## config.mk

```make
export PLATFORM = sky130hd
export DESIGN_NAME = instruction_fetch_unit
export DESIGN_NICKNAME = d
export VERILOG_FILES = /design/src/rtl/instruction_fetch_unit.sv
export SDC_FILE = /design/constraint.sdc
export NUM_CORES = 1
export LEC_CHECK = 0
export CAP_MARGIN = 20
export CORE_MARGIN = 3
export CORE_UTILIZATION = 47
export CTS_CLUSTER_DIAMETER = 150
export DETAILED_ROUTE_END_ITERATION = 7
export PLACE_DENSITY = 0.83
export SETUP_SLACK_MARGIN = 0.4
export SLEW_MARGIN = 20
export SYNTH_ARGS = -nofsm -noshare
export SYNTH_HDL_FRONTEND = slang
export SYNTH_SLANG_ARGS = --single-unit
```

## constraint.sdc

```tcl
create_clock -name clk -period 4.9 [get_ports clk]
set_clock_uncertainty 0.15 [all_clocks]
set_input_delay 0.98 -clock clk [delete_from_list [all_inputs] [get_ports clk]]
set_output_delay 0.98 -clock clk [all_outputs]
set_load 0.05 [all_outputs]
```

## src/rtl/instruction_fetch_unit.sv

```systemverilog
// rtl/instruction_fetch_unit.sv - single-cycle fetch / next-PC stage with run/halt control
//
// Purpose:
//   Holds the PC and drives the instruction-memory address. Splits the fetched
//   word into datapath fields. Resolves BEQ/BNE/J/JAL/JR using the datapath
//   Alu_zero flag and the Rs read value Da. Supplies the JAL link address.
//   A two-state run/halt FSM stops fetch on HALT_OP or on a misaligned next PC.
//
// Ports:
//   clk, reset_n       clock, asynchronous active-low reset
//   stall              1 = hold PC, state and count this cycle
//   imem_addr          byte address of the current instruction (= PC)
//   imem_data          instruction word (combinational read of imem_addr)
//   Alu_zero, Da       datapath zero flag and Rs read value (JR target)
//   opcode, funct      imem_data[31:26], imem_data[5:0]
//   Rs, Rt, Rd         imem_data[25:21], [20:16], [15:11]
//   R31                constant 5'd31 (JAL destination)
//   imm16              imem_data[15:0]
//   link_addr          PC+4
//   instr_count        instructions retired since reset
//   halted, fault      FSM in HALT / halted because of a misaligned target
module instruction_fetch_unit #(
    parameter logic [31:0] RESET_PC = 32'h0000_0000,
    parameter logic [5:0]  HALT_OP  = 6'h3F
) (
    input  logic        clk,
    input  logic        reset_n,
    input  logic        stall,
    output logic [31:0] imem_addr,
    input  logic [31:0] imem_data,
    input  logic        Alu_zero,
    input  logic [31:0] Da,
    output logic [5:0]  opcode,
    output logic [5:0]  funct,
    output logic [4:0]  Rs,
    output logic [4:0]  Rt,
    output logic [4:0]  Rd,
    output logic [4:0]  R31,
    output logic [15:0] imm16,
    output logic [31:0] link_addr,
    output logic [31:0] instr_count,
    output logic        halted,
    output logic        fault
);

    localparam logic [5:0] OP_RTYPE = 6'h00;
    localparam logic [5:0] OP_J     = 6'h02;
    localparam logic [5:0] OP_JAL   = 6'h03;
    localparam logic [5:0] OP_BEQ   = 6'h04;
    localparam logic [5:0] OP_BNE   = 6'h05;
    localparam logic [5:0] FN_JR    = 6'h08;

    typedef enum logic {
        ST_RUN  = 1'b0,
        ST_HALT = 1'b1
    } state_t;

    state_t      state, state_nxt;
    logic [31:0] pc, pc_nxt;
    logic [31:0] count, count_nxt;
    logic        fault_q, fault_nxt;

    logic [31:0] pc_plus4;
    logic [31:0] branch_target;
    logic [31:0] jump_target;
    logic [31:0] target;

    // Field decode is purely combinational so the datapath sees it in the same cycle.
    assign opcode      = imem_data[31:26];
    assign Rs          = imem_data[25:21];
    assign Rt          = imem_data[20:16];
    assign Rd          = imem_data[15:11];
    assign imm16       = imem_data[15:0];
    assign funct       = imem_data[5:0];
    assign R31         = 5'd31;
    assign imem_addr   = pc;
    assign link_addr   = pc_plus4;
    assign instr_count = count;
    assign halted      = (state == ST_HALT);
    assign fault       = fault_q;

    // All arithmetic is modulo 2^32; PC+4 from 0xFFFF_FFFC wraps to 0.
    assign pc_plus4      = pc + 32'd4;
    assign branch_target = pc_plus4 + {{14{imem_data[15]}}, imem_data[15:0], 2'b00};
    assign jump_target   = {pc_plus4[31:28], imem_data[25:0], 2'b00};

    always_comb begin
        target = pc_plus4;
        if ((opcode == OP_BEQ) && Alu_zero) begin
            target = branch_target;
        end else if ((opcode == OP_BNE) && !Alu_zero) begin
            target = branch_target;
        end else if ((opcode == OP_J) || (opcode == OP_JAL)) begin
            target = jump_target;
        end else if ((opcode == OP_RTYPE) && (funct == FN_JR)) begin
            target = Da;
        end
    end

    always_comb begin
        state_nxt = state;
        pc_nxt    = pc;
        count_nxt = count;
        fault_nxt = fault_q;
        if ((state == ST_RUN) && !stall) begin
            if (opcode == HALT_OP) begin
                // HALT does not retire: PC and count stay put.
                state_nxt = ST_HALT;
            end else begin
                count_nxt = count + 32'd1;
                // A misaligned target still retires the instruction but is never loaded.
                if (target[1:0] != 2'b00) begin
                    state_nxt = ST_HALT;
                    fault_nxt = 1'b1;
                end else begin
                    pc_nxt = target;
                end
            end
        end
    end

    always_ff @(posedge clk or negedge reset_n) begin
        if (!reset_n) begin
            state   <= ST_RUN;
            pc      <= RESET_PC;
            count   <= 32'd0;
            fault_q <= 1'b0;
        end else begin
            state   <= state_nxt;
            pc      <= pc_nxt;
            count   <= count_nxt;
            fault_q <= fault_nxt;
        end
    end

endmodule
```

==> results of run 1 <==
[kinds of logic after synthesis]
family          count (synthesis)  synth area share
fa+ha+maj                      38            0.0787
flops                          66             0.269
other cells                     1          0.000611
mux                             3           0.00489
compound gates                194             0.213
buf+inv                        90            0.0907
simple gates                  258             0.219
xor+xnor                       86             0.124
[routing by layer]
metal	routed length, µm	vias to the layer above	track usage
li1	-	2920	-
met1	8560	2983	0.368
met2	9520	297	0.446
met3	1440	34	0.0416
met4	490	0	0.0871
met5	0	-	0
[Yosys cell counts (7+ instances only)]
| cell type | number |
|---|---|
| a211oi_1 | 11 |
| a21o_1 | 25 |
| a21oi_1 | 39 |
| a22oi_1 | 16 |
| a31oi_1 | 7 |
| and2_1 | 8 |
| and3_1 | 23 |
| buf_2 | 10 |
| buf_4 | 51 |
| clkbuf_1 | 18 |
| dfrtp_1 | 66 |
| ha_1 | 37 |
| inv_1 | 8 |
| nand2_1 | 76 |
| nand3_1 | 37 |
| nand4_1 | 19 |
| nor2_1 | 49 |
| nor3_1 | 11 |
| o21ai_0 | 45 |
| o31ai_1 | 8 |
| xnor2_1 | 53 |
| xor2_1 | 32 |
[state kept, by name, indices dropped and copies added, names as in the netlist]
register / flops
instr_count: 32
halted: 1
imem_addr: 32
fault: 1
[what timing repair did]
| item | CTS | global route |
|---|---|---|
| gates resized for setup | 0 | 4 |
| setup endpoints to repair | 0 | 4 |
| hold endpoints to repair | 0 | 0 |
[stage by stage]
| step | total power, W | area [µm²] | setup slack (ns) | utilization | std cells |
|---|---|---|---|---|---|
| floorplan | 0.00309 | 6170 | 0.299 | - | 740 |
| global placement | 0.00399 | 8020 | 0.870 | 0.633 | 1048 |
| detailed placement | 0.00399 | 8020 | 0.835 | 0.633 | 1048 |
| CTS | 0.00467 | 8320 | 0.494 | 0.656 | 1064 |
| global route | 0.00495 | 8330 | 0.444 | 0.657 | 1064 |
| finish | 0.00468 | 8330 | 0.528 | 0.657 | 1064 |
[worst max path at each step]
| stage | endpoint | slack [ns] | cells after the start |
|---|---|---|---|
| global placement | imem_addr[30] | 0.87 | 11 |
| finish | link_addr[18] | 0.53 | 6 |
| global route | imem_addr[30] | 0.44 | 14 |
| CTS | link_addr[30] | 0.49 | 7 |
| floorplan | imem_addr[25] | 0.30 | 15 |
| detailed placement | imem_addr[30] | 0.84 | 11 |
[worst max-delay path, cell delays in order (launching register included)]
cell and delay [ns]:
dfrtp_1 0.46, ha_1 0.26, nand4_1 0.26, nor3_1 0.43, and4_1 0.27, xor2_1 0.35, clkdlybuf4s50_1 0.88
[layout make-up]
cell class | instances | area (µm²)
clock buffer | 9 | 225
clock inverter | 7 | 77.6
fill | 1064 | 4340
inverter | 8 | 30.0
multi-input combinational | 584 | 3970
sequential | 66 | 1650
tap | 172 | 215
timing repair buffer | 218 | 2160
[power groups by stage]
stage	registers [W]	clock network, W	logic, W
6_report	0.000897	0.000671	0.00311
5_1_grt	0.000922	0.000697	0.00333
4_1_cts	0.000892	0.000673	0.00311
3_5_place_dp	0.000898	0	0.00309
3_3_place_gp	0.000899	0	0.00309
2_1_floorplan	0.00132	0	0.00177
==> run_results.csv, run 1 <==
group,metric,value,unit
logic_synthesis,synth_area_leader_cell,"dfrtp_1",
pwr,ir_worst_vdd,0.000412,V
floorplan,ios,214,
floorplan,die_w,120,µm
clock_tree,h-tree-depth,3,
clock_tree,cts_sinks,66,
hold_path,hp-class,"reg -> reg",
logic_synthesis,synth.distinct_cells,64,
logic_synthesis,synth_edf_count,0,
timing,rsz0062_at_grt,"no",
pwr,switching_share,0.530,
setup_path,cp.required,3.77,ns
detailed_routing,drtAntennaViolNets,0,
clock_tree,worstSkewPairLatency,0.33,ns
pwr,p_per_area,562,nW/µm²
flow_run,maxCapViolations,0,
final_layout,drive_gt1_frac,0.0661,
detailed_routing,wirelength,20000,µm
logic_synthesis,seq_area_frac_synth,0.269,
pwr,p_leak,3.64,nW
global_routing,overflow,0,
timing,min_period,4.37,ns
setup_path,r2r-start,"imem_addr[2]",
hold_path,hp-start,"instr_count[31]",
setup_path,rrSetupSlack,0.82,ns
setup_path,cp_max_fo,6,
pwr,seq_power_share,0.192,
timing,setup_tns,0,ns
clock_tree,cts_tree,"yes",
global_routing,grt_antenna_before_repair,0,
clock_tree,path_clk_slew,0.06,ns
placement,dpl.hpwl,15500,µm
pwr,p_clk_frac,0.143,
setup_path,crit_type,"reg -> out",
global_routing,grt.total_usage,0.271,
detailed_routing,wl_per_cell,18.8,µm
timing,whs,0.324,ns
hold_path,holdPathEnd,"instr_count[31]",
timing,setup_viol,0,
logic_synthesis,syn_area,6140,µm²
logic_synthesis,ys_ff_latch,66,
global_routing,grt_pass1_wl,31500,µm
placement,gp_congestion,0.939,
hold_path,min_path_cells,1,
logic_synthesis,synth_flop_cell,"dfrtp_1",
clock_tree,hold_buffers,0,
floorplan,fp.dieH,120,µm
clock_tree,cts_buffer_depth,2,
final_layout,syn_to_final_growth,35.7,%
clock_tree,numCtsBuffers,9,
global_routing,grt_max_degree,42,
run_status,status,"complete, no violations",
floorplan,core-area,12700,µm²
global_routing,grt_pass1_vias,5906,
logic_synthesis,synthTopCellsByArea,"dfrtp_1, xnor2_1, ha_1",
placement,numPortBuffers,208,
setup_path,worst_r2r_endpoint,"imem_addr[30]",
clock_tree,cts-root-buf,"clkbuf_16",
logic_synthesis,yosysTopAreaCellShare,0.269,
detailed_routing,dr.pass1.iters,5,
floorplan,start_util,0.484,
timing,max_slew_margin,0.393,
final_layout,fin_nets,993,
clock_tree,postCtsSetupBuffers,0,
pwr,intPower,0.00220,W
logic_synthesis,syn_avg_cell_area,8.34,µm²
timing,post-route-period-util,0.892,
floorplan,num_rows,41,
logic_synthesis,syn-instance-count,736,
logic_synthesis,yosysWarnings,0,
timing,tightest_slew,0.907,ns
pwr,comb_power_share,0.665,
final_layout,antennaDiodeCount,0,
detailed_routing,viasPerCell,5.86,
detailed_routing,first_iter_violations,520,
setup_path,cp-start-kind,"flop",
pwr,switchingPower,0.00248,W
timing,fmax,0.229,GHz
logic_synthesis,async_flop_share,1.00,
floorplan,dieArea,14500,µm²
setup_path,crit_arrival,3.24,ns
setup_path,cp-end-kind,"primary output",
final_layout,final_cell_mix,"clkdlybuf4s50_1, nand2_1, dfrtp_1",
final_layout,layout_commonest_cell,"clkdlybuf4s50_1",
detailed_routing,vias,6234,
setup_path,r2r_cells,14,
timing,hold_viol_final,0,
setup_path,worstSetupStartpoint,"imem_addr[2]",
detailed_routing,drcViolationCount,0,
timing,slew_violations,0,
No activity file was read; power rests on OpenSTA's default activity.
==> inputs of run 2 (changes only) <==
SLEW_MARGIN = 10   (was 20)
==> results of run 2 <==
Final layout, timing and power as in run 1 (identical DEF).
==> inputs of run 3 (changes only) <==
CORE_UTILIZATION = 50   (was 47)
PLACE_DENSITY = 0.87   (was 0.83)
clock period = 5.37 ns   (was 4.9 ns; I/O delays follow)
==> run_results.csv, run 3 (synthesis gave the netlist of run 1 again) <==
group,metric,value,unit
clock_tree,cts_sinks,66,
timing,min_period,4.52,ns
floorplan,fp.dieH,117,µm
setup_path,cp_max_fo,6,
timing,hold_viol_final,0,
clock_tree,numCtsBuffers,9,
final_layout,drive_gt1_frac,0.0628,
final_layout,syn_to_final_growth,34.6,%
final_layout,multi_input_area,3940,µm²
setup_path,cp-end-kind,"primary output",
clock_tree,worstSkewPairLatency,0.33,ns
timing,setup_viol,0,
run_status,status,"complete, no violations",
final_layout,fill_cells,895,
clock_tree,cts_buffer_depth,2,
global_routing,overflow,0,
flow_run,maxCapViolations,0,
final_layout,fin_nets,993,
floorplan,core-area,11700,µm²
final_layout,layout_commonest_cell,"clkdlybuf4s50_1",
placement,numPortBuffers,208,
clock_tree,hold_buffers,0,
floorplan,dieArea,13600,µm²
global_routing,grt_pass1_wl,30100,µm
setup_path,path_delay_family,"simple AND/OR/NAND/NOR gates",
timing,setup_tns,0,ns
timing,tightest_slew,0.853,ns
setup_path,r2r_cells,14,
final_layout,final_core_util,0.705,
detailed_routing,dr.pass1.iters,5,
setup_path,cp-start-kind,"flop",
setup_path,crit_type,"reg -> out",
placement,dpl.hpwl,14900,µm
pwr,p_per_area,517,nW/µm²
detailed_routing,wl_per_cell,18.8,µm
placement,gp_congestion,0.953,
global_routing,grt_max_degree,67,
hold_path,hp-class,"reg -> reg",
clock_tree,cts_resized,0,
hold_path,hp-start,"instr_count[31]",
timing,fmax,0.221,GHz
setup_path,worst_r2r_endpoint,"imem_addr[25]",
detailed_routing,wirelength,19400,µm
floorplan,num_rows,39,
detailed_routing,drcViolationCount,0,
floorplan,ios,214,
timing,slew_violations,0,
setup_path,cp_cell_sequence,"ha_1 > nand4_1 > nor2_1 > and3_1 > and2_1 > xor2_1 > clkdlybuf4s50_1",
detailed_routing,first_iter_violations,691,
final_layout,fin_cells,1035,
placement,dp_slack,1.21,ns
pwr,ir_worst_vdd,0.000397,V
floorplan,start_util,0.524,
setup_path,cpPeakStageDelay,0.87,ns
setup_path,crit_arrival,3.30,ns
floorplan,die_w,117,µm
clock_tree,path_clk_slew,0.06,ns
clock_tree,cts_tree,"yes",
final_layout,antennaDiodeCount,0,
hold_path,min_path_cells,1,
setup_path,r2r-start,"imem_addr[2]",
timing,post-route-period-util,0.842,
pwr,p_leak,3.57,nW
detailed_routing,vias,6217,
hold_path,holdPathEnd,"instr_count[31]",
setup_path,slowest_stage,"clkdlybuf4s50_1",
setup_path,path_buf_inv,1,
global_routing,grt_pass1_vias,5736,
global_routing,grt_antenna_before_repair,0,
setup_path,cp.required,4.15,ns
detailed_routing,viasPerCell,6.01,
global_routing,grt.total_usage,0.277,
placement,dp_cells,1019,
timing,max_slew_margin,0.431,
detailed_routing,drtAntennaViolNets,0,
clock_tree,postCtsSetupBuffers,0,
timing,rsz0062_at_grt,"no",
timing,setup_ws,0.851,ns
clock_tree,cts-root-buf,"clkbuf_16",
final_layout,register_area,1650,µm²
final_layout,final_cell_mix,"clkdlybuf4s50_1, nand2_1, dfrtp_1",
setup_path,rrSetupSlack,1.17,ns
clock_tree,h-tree-depth,3,
-- run 3: cell types whose count changed in the layout (fill, tap and decap cells not counted) --
cell             change
clkdlybuf4s50_1      +4
clkinv_4             -1
clkinvlp_4           +1
dlymetal6s2s_1       -4
xnor2_1              +2
xnor2_2              -2
xor2_1               +1
xor2_2               -1
-- run 3: worst register-to-register path, cell delays in order (launching register included) --
cell and delay, ns:
dfrtp_1 0.44, ha_1 0.24, nand4_1 0.25, nor2_1 0.39
nand4_1 0.16, xnor2_1 0.31, ha_1 0.39, a21o_1 0.26
a21o_1 0.19, a21o_1 0.18, a311o_1 0.39, a31oi_4 0.21
o21ai_1 0.12, xnor2_1 0.16, a311oi_2 0.27
-- run 3: report_power, final --
part / switching (W) / total (W) / leakage [nW] / internal (W)
Sequential: 0.000200 / 0.000818 / 0.862 / 0.000617
Combinational: 0.00183 / 0.00285 / 2.57 / 0.00102
Clock: 0.000238 / 0.000600 / 0.142 / 0.000363
Total: 0.00227 / 0.00427 / 3.57 / 0.00200
-- run 3: metrics by stage --
step                      total power [W]  instance area (µm²)  hold WS (ns)
after global routing              0.00449                 8260         0.357
after detailed placement          0.00364                 7960         0.311
final                             0.00427                 8260         0.322
after CTS                         0.00425                 8260         0.323
after global placement            0.00361                 7960         0.307
after floorplan                   0.00281                 6150         0.616
-- run 3: routing by layer --
layer / track usage / wire length (µm) / part of all wire / vias up
li1: - / - / - / 2929
met1: 0.381 / 8190 / 0.42 / 2956
met2: 0.463 / 9350 / 0.48 / 311
met3: 0.0391 / 1590 / 0.082 / 21
met4: 0.0711 / 287 / 0.015 / 0
met5: 0 / 0 / 0 / -
-- run 3: how the worst max path moves through the flow --
stage,start,endpoint,slack (ns),depth (start not counted)
after CTS,imem_addr[2],link_addr[30],0.90,7
after floorplan,imem_addr[2],imem_addr[25],0.56,15
after detailed placement,imem_data[0],imem_addr[30],1.21,11
final,imem_addr[2],link_addr[30],0.85,7
after global routing,imem_addr[2],link_addr[30],0.74,7
after global placement,imem_data[0],imem_addr[30],1.27,11
-- run 3: final cells by class --
type / count / share of cell area
sequential: 66 / 0.200
clock buffer: 9 / 0.0273
timing repair buffer: 218 / 0.261
clock inverter: 7 / 0.00924
multi-input combinational: 584 / 0.478
inverter: 8 / 0.00364
tap: 143 / 0.0217
